**config.mk**
```make
export PLATFORM = sky130hd
export DESIGN_NAME = seg_display_arbiter
export DESIGN_NICKNAME = d
export VERILOG_FILES = /design/src/rtl/seg_display_arbiter.sv
export SDC_FILE = /design/constraint.sdc
export NUM_CORES = 1
export LEC_CHECK = 0
export CORE_MARGIN = 4
export CORE_UTILIZATION = 55
export DETAILED_ROUTE_END_ITERATION = 8
export PLACE_DENSITY = 0.81
export SLEW_MARGIN = 20
export SYNTH_ARGS = -nofsm -noshare
export SYNTH_HDL_FRONTEND = slang
export SYNTH_SLANG_ARGS = --single-unit
```
**constraint.sdc**
```tcl
create_clock -name clk -period 6.1 [get_ports clk]
set_input_delay 0.61 -clock clk [delete_from_list [all_inputs] [get_ports clk]]
set_output_delay 0.61 -clock clk [all_outputs]
set_load 0.005 [all_outputs]
```
**src/rtl/seg_display_arbiter.sv**
```systemverilog
// Round-robin owner of the shared 4-digit common-anode display with minimum hold time,
// latched BCD value of the owner, and a free-running digit scan.
module seg_display_arbiter #(
    parameter int unsigned NUM_REQ  = 4,
    parameter int unsigned SCAN_DIV = 500000,
    parameter int unsigned HOLD_MIN = 100000000
) (
    input  logic                    clk,
    input  logic                    rst_n,
    input  logic [NUM_REQ-1:0]      req,
    input  logic [16*NUM_REQ-1:0]   data_flat,
    output logic [NUM_REQ-1:0]      grant,
    output logic                    busy,
    output logic [6:0]              led_out,
    output logic [3:0]              A_Act
);

    localparam int unsigned IDX_W  = (NUM_REQ > 1) ? $clog2(NUM_REQ) : 1;
    localparam int unsigned HOLD_W = $clog2(HOLD_MIN);
    localparam int unsigned SCAN_W = $clog2(SCAN_DIV);
    localparam logic [HOLD_W-1:0] HOLD_LAST = HOLD_W'(HOLD_MIN - 1);
    localparam logic [SCAN_W-1:0] SCAN_LAST = SCAN_W'(SCAN_DIV - 1);

    typedef enum logic {IDLE = 1'b0, OWN = 1'b1} state_t;

    state_t               r_state, w_state;
    logic [IDX_W-1:0]     r_rr_ptr, w_rr_ptr;
    logic [IDX_W-1:0]     r_owner, w_owner;
    logic [NUM_REQ-1:0]   r_grant, w_grant;
    logic                 r_busy;
    logic [HOLD_W-1:0]    r_hold, w_hold;
    logic [SCAN_W-1:0]    r_scan, w_scan;
    logic [1:0]           r_level, w_level;
    logic [15:0]          r_disp, w_disp;
    logic [6:0]           r_led, w_led;
    logic [3:0]           r_an, w_an;
    logic                 w_found;
    logic [IDX_W-1:0]     w_win;
    logic [3:0]           w_nib;
    logic [15:0]          w_data [NUM_REQ];

    // Active-low {g,f,e,d,c,b,a}; anything outside 0-9 renders as a dash.
    function automatic logic [6:0] seg7(input logic [3:0] n);
        case (n)
            4'd0:    seg7 = 7'b1000000;
            4'd1:    seg7 = 7'b1111001;
            4'd2:    seg7 = 7'b0100100;
            4'd3:    seg7 = 7'b0110000;
            4'd4:    seg7 = 7'b0011001;
            4'd5:    seg7 = 7'b0010010;
            4'd6:    seg7 = 7'b0000010;
            4'd7:    seg7 = 7'b1111000;
            4'd8:    seg7 = 7'b0000000;
            4'd9:    seg7 = 7'b0010000;
            default: seg7 = 7'b0111111;
        endcase
    endfunction

    always_comb begin
        for (int unsigned i = 0; i < NUM_REQ; i++) begin
            w_data[i] = data_flat[16*i +: 16];
        end
    end

    // Next-state: arbitration, hold timing and display latch.
    always_comb begin
        int unsigned      v_base;
        int unsigned      v_cnt;
        logic [IDX_W-1:0] v_idx;

        w_state  = r_state;
        w_rr_ptr = r_rr_ptr;
        w_owner  = r_owner;
        w_grant  = r_grant;
        w_hold   = r_hold;
        w_disp   = r_disp;
        w_found  = 1'b0;
        w_win    = r_owner;
        v_idx    = '0;

        // From IDLE search all from rr_ptr; at expiry search only the others.
        if (r_state == IDLE) begin
            v_base = 32'(r_rr_ptr);
            v_cnt  = NUM_REQ;
        end else begin
            v_base = (32'(r_owner) + 1) % NUM_REQ;
            v_cnt  = NUM_REQ - 1;
        end

        for (int unsigned k = 0; k < NUM_REQ; k++) begin
            v_idx = IDX_W'((v_base + k) % NUM_REQ);
            if (!w_found && (k < v_cnt) && req[v_idx]) begin
                w_found = 1'b1;
                w_win   = v_idx;
            end
        end

        case (r_state)
            IDLE: begin
                if (w_found) begin
                    w_state = OWN;
                    w_owner = w_win;
                    w_grant = NUM_REQ'(1) << w_win;
                    w_hold  = '0;
                    w_disp  = w_data[w_win];
                end
            end
            OWN: begin
                if (r_hold != HOLD_LAST) begin
                    w_hold = r_hold + HOLD_W'(1);
                    if (req[r_owner]) w_disp = w_data[r_owner];
                end else if (w_found) begin
                    w_owner = w_win;
                    w_grant = NUM_REQ'(1) << w_win;
                    w_hold  = '0;
                    w_disp  = w_data[w_win];
                end else if (req[r_owner]) begin
                    w_disp = w_data[r_owner];
                end else begin
                    w_state  = IDLE;
                    w_grant  = '0;
                    w_rr_ptr = IDX_W'(v_base);
                end
            end
            default: w_state = IDLE;
        endcase
    end

    // Digit scan runs in every state; the new owner picks up at the current level.
    always_comb begin
        w_scan  = r_scan + SCAN_W'(1);
        w_level = r_level;
        if (r_scan == SCAN_LAST) begin
            w_scan  = '0;
            w_level = r_level + 2'd1;
        end

        case (w_level)
            2'd0:    begin w_an = 4'b0111; w_nib = w_disp[15:12]; end
            2'd1:    begin w_an = 4'b1011; w_nib = w_disp[11:8];  end
            2'd2:    begin w_an = 4'b1101; w_nib = w_disp[7:4];   end
            default: begin w_an = 4'b1110; w_nib = w_disp[3:0];   end
        endcase
        w_led = seg7(w_nib);

        if (w_state == IDLE) begin
            w_an  = 4'b1111;
            w_led = 7'b1111111;
        end
    end

    always_ff @(posedge clk or negedge rst_n) begin
        if (!rst_n) begin
            r_state  <= IDLE;
            r_rr_ptr <= '0;
            r_owner  <= '0;
            r_grant  <= '0;
            r_busy   <= 1'b0;
            r_hold   <= '0;
            r_scan   <= '0;
            r_level  <= 2'd0;
            r_disp   <= 16'h0000;
            r_led    <= 7'b1111111;
            r_an     <= 4'b1111;
        end else begin
            r_state  <= w_state;
            r_rr_ptr <= w_rr_ptr;
            r_owner  <= w_owner;
            r_grant  <= w_grant;
            r_busy   <= (w_state == OWN);
            r_hold   <= w_hold;
            r_scan   <= w_scan;
            r_level  <= w_level;
            r_disp   <= w_disp;
            r_led    <= w_led;
            r_an     <= w_an;
        end
    end

    assign grant   = r_grant;
    assign busy    = r_busy;
    assign led_out = r_led;
    assign A_Act   = r_an;

endmodule

```
==> flow_summary_export.csv, run 1 <==
group,metric,value,unit
outcome,status,"complete, no violations",
yosys,postSynthAreaPerCell,9.46,sq um
timing,slew-limit-headroom,42.7,%
critical_path,r2r_slack,0.99,ns
yosys,synth_cells,624,
yosys,synthMostInstantiatedCell,"dfrtp_1",
critical_path,path_buf_inv,4,
critical_path,critPathMostFrequentCell,"inv_1",
yosys,synth.area.top_cells,"dfrtp_1, mux4_2, dfstp_2, mux2i_1, nand2_1",
worst_hold_path,hold_path.class,"in -> async",
drt,via_per_inst,6.52,
grt,grt_use_total,26.0,%
yosys,syn-cell-area,5900,sq um
clock_tree,cts_tree,"done",
clock_tree,cts-hold-fix-buffers,0,
grt,grt-ovfl-total,0,
yosys,async_reset_ff_share,100,%
cells_and_area,diodes,0,
timing,timing.hold.ws,0.285,ns
floorplan,die_h,112,microns
floorplan,fp.dieArea,12500,sq um
critical_path,path_cells,"inv_1 > a31o_2 > a22oi_1 > nand2_1 > a32oi_2 > buf_4 > mux2_2 > a21oi_1 > a2bb2oi_1 > a22o_1 > inv_1 > ha_1 > inv_1 > mux2i_1 > a21boi_1",
timing,worst_pin_slew,0.854,ns
clock_tree,cts.repair.resized,0,
drt,num_vias,5440,
floorplan,core,10400,sq um
clock_tree,cts_sinks,84,
critical_path,critPathMaxStageDelay,0.86,ns
grt,grt_pass1_vias,5336,
grt,grt_pass1_wl,26800,microns
timing,fin_crit_sh,83.7,%
yosys,synth_mux_area_share,13.1,%
yosys,yosysTopAreaCell,"dfrtp_1",
clock_tree,cts.htree.levels,3,
critical_path,startpoint_type,"register",
yosys,ys_warn_count,0,
grt,grt_max_degree,85,
floorplan,start_util,56.9,%
drt,wl_met3,1010,microns
clock_tree,post-cts-setup-buffers,0,
yosys,synthAdderAreaFrac,1.70,%
yosys,synthFlopType,"dfrtp_1",
job,maxCapViolCount,0,
timing,slew_violations,0,
yosys,synth_nets,702,
critical_path,reg2reg_to,"led_out[3]$_DFF_PN1_",
grt,antenna_found_initial,0,
drt,wl_met2,7700,microns
timing,setup_tns,0,ns
critical_path,cp.arrival,5.40,ns
clock_tree,clockRootBuffer,"clkbuf_8",
yosys,synth_top_area_share,31.0,%
critical_path,critPathRequiredTime,6.40,ns
placed_design,hpwl,11500,microns
drt,drc,0,
yosys,synth-xor-area-share,3.71,%
critical_path,cp_top_family,"compound AO/OA/AOI/OAI gates",
drt,firstDrtPassIters,6,
placed_design,place_congestion,0.946,
floorplan,row_count,37,
power_and_ir_drop,power.density,210,nW/um^2
power_and_ir_drop,vdd_drop_max,128,uV
yosys,synth_commonest_cells,"dfrtp_1, nand2_1, o21ai_0",
critical_path,ff2ff_path_depth,15,
yosys,synth_top_family_by_area,"compound AO/OA/AOI/OAI gates",
timing,fin_crit,5.11,ns
timing,hold_viol,0,
clock_tree,worstSkewPairLatency,0.36,ns
drt,route.layer.met1.wl,6950,microns
yosys,yosys.cell_types.count,83,
yosys,synth_compound_area_share,22.8,%
critical_path,crit_type,"reg -> reg",
power_and_ir_drop,total_power,1480,uW
yosys,synth-simple-area-share,18.2,%
floorplan,die_w,112,microns
yosys,synth_edf_count,0,
placed_design,numPortBuffers,85,
clock_tree,cts_buffer_depth,2,
power_and_ir_drop,p_leak,0.00283,uW
drt,drtIter0Drc,455,
critical_path,critPathMaxFanout,23,
critical_path,cpMaxStageDelayCell,"dfrtp_1",
critical_path,cp-startpoint,"busy$_DFF_PN0_",
drt,highest-signal-layer,"met4",
clock_tree,cts_buffers,9,
drt,routed_wirelength,15900,microns
drt,drt-wirelength-per-cell,19.1,microns
timing,skew,0.0102,ns
critical_path,endpoint_kind,"register",
timing,setup_viol,0,
timing,timing.fmax,196,MHz
clock_tree,clkTransAtPathRegs,0.09,ns
yosys,synth_seq_cells,84,
critical_path,cp_num_cells,15,
cells_and_area,nNetsFinal,771,
drt,antenna_left,0,
yosys,seq_area_frac_synth,35.8,%
cells_and_area,drive_above_1_share,12.9,%
critical_path,endpoint,"led_out[3]$_DFF_PN1_",
cells_and_area,area_delta_synth_final,19.7,%
floorplan,io-pin-count,86,
critical_path,crit-reg2reg-launch,"busy$_DFF_PN0_",
timing,grt_setup_unrepaired,"no",
cells in the final DEF, fill, tap and decap left out, types with 19 or more instances in the layout:
| master | instances |
|---|---|
| o21ai_0 | 43 |
| nand2_1 | 69 |
| nand3_1 | 33 |
| dfrtp_1 | 73 |
| inv_1 | 28 |
| nor2_1 | 32 |
| clkdlybuf4s50_1 | 84 |
| mux2i_1 | 28 |
| a21oi_1 | 19 |
| mux4_2 | 20 |
worst min-delay path by stage:
stage                         startpoint                    to
finish                             rst_n   r_hold[1]$_DFF_PN0_
global route                       rst_n  r_hold[22]$_DFF_PN0_
CTS                                rst_n   r_scan[3]$_DFF_PN0_
detailed placement  grant[2]$_DFFE_PN0P_  grant[2]$_DFFE_PN0P_
global placement     r_scan[0]$_DFF_PN0_   r_scan[0]$_DFF_PN0_
floorplan                          rst_n        busy$_DFF_PN0_
final cells by class:
cell class	instances	area [sq um]
clock buffer	9	124
clock inverter	7	82.6
fill	829	3310
inverter	29	109
multi-input combinational	474	3530
sequential	84	2120
tap	136	170
timing repair buffer	95	927
through the flow:
step / setup slack [ns] / cells / cell area, sq um / util, %
after floorplan: 2.01 / 624 / 5900 / -
after global placement: 1.01 / 818 / 6850 / 66.1
after detailed placement: 0.808 / 818 / 6850 / 66.1
after CTS: 1.07 / 834 / 7060 / 68.1
after global routing: 0.636 / 834 / 7060 / 68.1
final: 0.994 / 834 / 7060 / 68.1
logic make-up (layout without fill, tap and decap cells):
family	after synthesis	after routing
simple gates	208	208
compound gates	181	181
flops	84	84
buf+inv	66	140
mux	52	52
xor+xnor	25	25
fa+ha+maj	8	8
layer usage:
layer | GRT usage [%] | up-vias
met1 | 35.4 | 2683
li1 | - | 2488
met5 | 0 | -
met4 | 8.11 | 0
met2 | 42.4 | 244
met3 | 4.73 | 25
sequential cells by signal, indices dropped and copies added (netlist names):
| signal | flops |
|---|---|
| r_rr_ptr | 2 |
| r_level | 2 |
| r_owner | 2 |
| A_Act | 4 |
| r_hold | 27 |
| grant | 4 |
| busy | 1 |
| r_scan | 19 |
| r_disp | 16 |
| led_out | 7 |
worst register-to-register path, delay by kind of cell (launching register included):
kind	cells	cell delay, ns
flops	1	0.86
simple gates	1	0.25
compound gates	7	2.31
fa+ha+maj	1	0.30
buf+inv	4	0.90
mux	2	0.44
report_power, final:
group          internal, uW  switching, uW  total, uW
clock network           196            224        420
logic                   181            194        375
registers               624           63.9        688
total                  1000            481       1480
Power figures use the tool's default switching activity.
==> run 2, diff against run 1 <==
Settings changed: CORE_UTILIZATION 55 to 50, PLACE_DENSITY 0.81 to 0.77.
Clock period 6.1 ns to 4.35 ns, I/O delays scaled along.
==> run 2 against run 1 <==
Setup slack lost 0.91 ns. Combinational power grew 56%. Largest power group unchanged. Critical path type unchanged. Highest routed layer unchanged. Power grew 64%. Cell count grew 5.3%. Final area grew 7.4%. Sequential share of layout area shrank 2.0 points. Sequential power grew 40%. Clock-buffer cell count grew 2.
==> flow_summary_export.csv, run 2 (synthesis results as in run 1) <==
group,metric,value,unit
critical_path,critPathMostFrequentCell,"or4_4",
timing,hold_viol,0,
placed_design,place_congestion,0.895,
grt,grt_pass1_wl,27400,microns
critical_path,critPathMaxStageDelay,0.58,ns
timing,grt_setup_unrepaired,"no",
floorplan,core,11500,sq um
grt,grt-ovfl-total,0,
grt,antenna_found_initial,0,
critical_path,critPathMaxFanout,7,
worst_hold_path,hold_path.class,"in -> async",
cells_and_area,largest_register,"r_hold",
clock_tree,clockRootBuffer,"clkbuf_16",
drt,antenna_left,0,
cells_and_area,largest_reg_flops,27,
power_and_ir_drop,vdd_drop_max,280,uV
outcome,status,"complete, no violations",
power_and_ir_drop,power.density,320,nW/um^2
power_and_ir_drop,p_leak,0.00308,uW
cells_and_area,final_cell_mix,"clkdlybuf4s50_1, nand2_1, dfrtp_1, o21ai_0, buf_4",
drt,drc,0,
cells_and_area,nNetsFinal,808,
timing,fin_crit,4.27,ns
floorplan,die_h,117,microns
timing,slew-limit-headroom,48.2,%
critical_path,cp.arrival,4.54,ns
cells_and_area,drive_above_1_share,18.9,%
clock_tree,cts_buffer_depth,2,
floorplan,io-pin-count,86,
placed_design,placed_area,7100,sq um
timing,timing.fmax,234,MHz
drt,drtIter0Drc,506,
timing,fin_crit_sh,98.1,%
clock_tree,cts_buffers,9,
critical_path,crit_type,"reg -> reg",
clock_tree,cts_tree,"done",
clock_tree,cts.htree.levels,3,
timing,worst_pin_slew,0.777,ns
drt,drt-wirelength-per-cell,19.3,microns
placed_design,hpwl,12400,microns
critical_path,startpoint_type,"register",
critical_path,cpMaxStageDelayCell,"or4_4",
drt,via_per_inst,6.28,
timing,setup_viol,0,
drt,num_vias,5511,
job,maxCapViolCount,0,
clock_tree,clkTransAtPathRegs,0.06,ns
drt,firstDrtPassIters,6,
clock_tree,cts-hold-fix-buffers,0,
timing,skew,0.00630,ns
grt,grt_max_degree,85,
drt,routed_wirelength,16900,microns
cells_and_area,area_delta_synth_final,28.5,%
cells_and_area,mostFrequentLayoutCell,"clkdlybuf4s50_1",
cells_and_area,design_area,7580,sq um
critical_path,path_buf_inv,1,
placed_design,numPortBuffers,85,
clock_tree,cts_sinks,84,
cells_and_area,final_util,66.1,%
grt,grt_use_total,25.3,%
cells_and_area,diodes,0,
floorplan,row_count,39,
timing,slew_violations,0,
cells_and_area,reg_top3,"r_hold x27, r_scan x19, r_disp x16",
grt,grt_pass1_vias,5594,
critical_path,path_cells,"or4bb_1 > or4_4 > or4_4 > o31ai_4 > nor2_4 > a22o_1 > a211oi_2 > a31oi_1 > a221oi_4 > inv_2 > ha_1 > nand2_1 > o32ai_2 > nor2_1",
floorplan,fp.dieArea,13600,sq um
floorplan,start_util,51.5,%
critical_path,endpoint_kind,"register",
clock_tree,worstSkewPairLatency,0.34,ns
floorplan,die_w,117,microns
critical_path,cp_top_family,"simple AND/OR/NAND/NOR gates",
critical_path,critPathRequiredTime,4.62,ns
==> run 2: through the flow <==
stage	setup TNS, ns	cells	hold slack [ns]	worst slack (ns)	power (uW)
after floorplan	0	624	0.139	0.299	1290
after detailed placement	-0.162	853	0.483	-0.0994	1540
after CTS	0	869	0.330	0.0467	2420
final	0	878	0.140	0.0812	2430
after global routing	0	878	0.190	0.000473	2540
after global placement	0	853	0.461	0.0438	1510
==> run 2: timing repair <==
item	4_1_cts	5_1_grt
endpoints found under the hold margin	0	0
resized for setup	0	21
setup endpoints to repair	0	7
buffers inserted	0	9
==> run 2: routing by layer <==
layer  share of wire [%]  vias up  GRT usage (%)
met2                  51      202           43.3
met3                 5.7       36           5.08
li1                    -     2571              -
met1                  42     2702           31.0
met5                   0        -              0
met4                 2.2        0           11.2
==> run 2: report_power, final <==
group	total, uW	switching, uW	internal, uW
logic	584	292	292
registers	963	86.4	877
clock network	881	317	565
==> run 2: area by class of cell <==
| type | instances | area [sq um] |
|---|---|---|
| clock inverters | 5 | 108 |
| fillers | 915 | 3880 |
| flip-flops and latches | 84 | 2120 |
| inverters | 29 | 113 |
| well taps | 143 | 179 |
| clock buffers | 11 | 233 |
| multi-input cells | 474 | 3590 |
| repair buffers | 132 | 1240 |
==> run 2: worst paths after layout <==
kind / startpoint / to / slack, ns / cells past startpoint
max in group asynchronous: rst_n / busy$_DFF_PN0_ / 3.62 / 1
min reg2reg: r_scan[0]$_DFF_PN0_ / r_scan[0]$_DFF_PN0_ / 0.49 / 1
min: rst_n / r_scan[7]$_DFF_PN0_ / 0.14 / 1
max: r_hold[19]$_DFF_PN0_ / led_out[4]$_DFF_PN1_ / 0.08 / 14
min in group clk: r_scan[0]$_DFF_PN0_ / r_scan[0]$_DFF_PN0_ / 0.49 / 1
max reg2reg: r_hold[19]$_DFF_PN0_ / led_out[4]$_DFF_PN1_ / 0.08 / 14
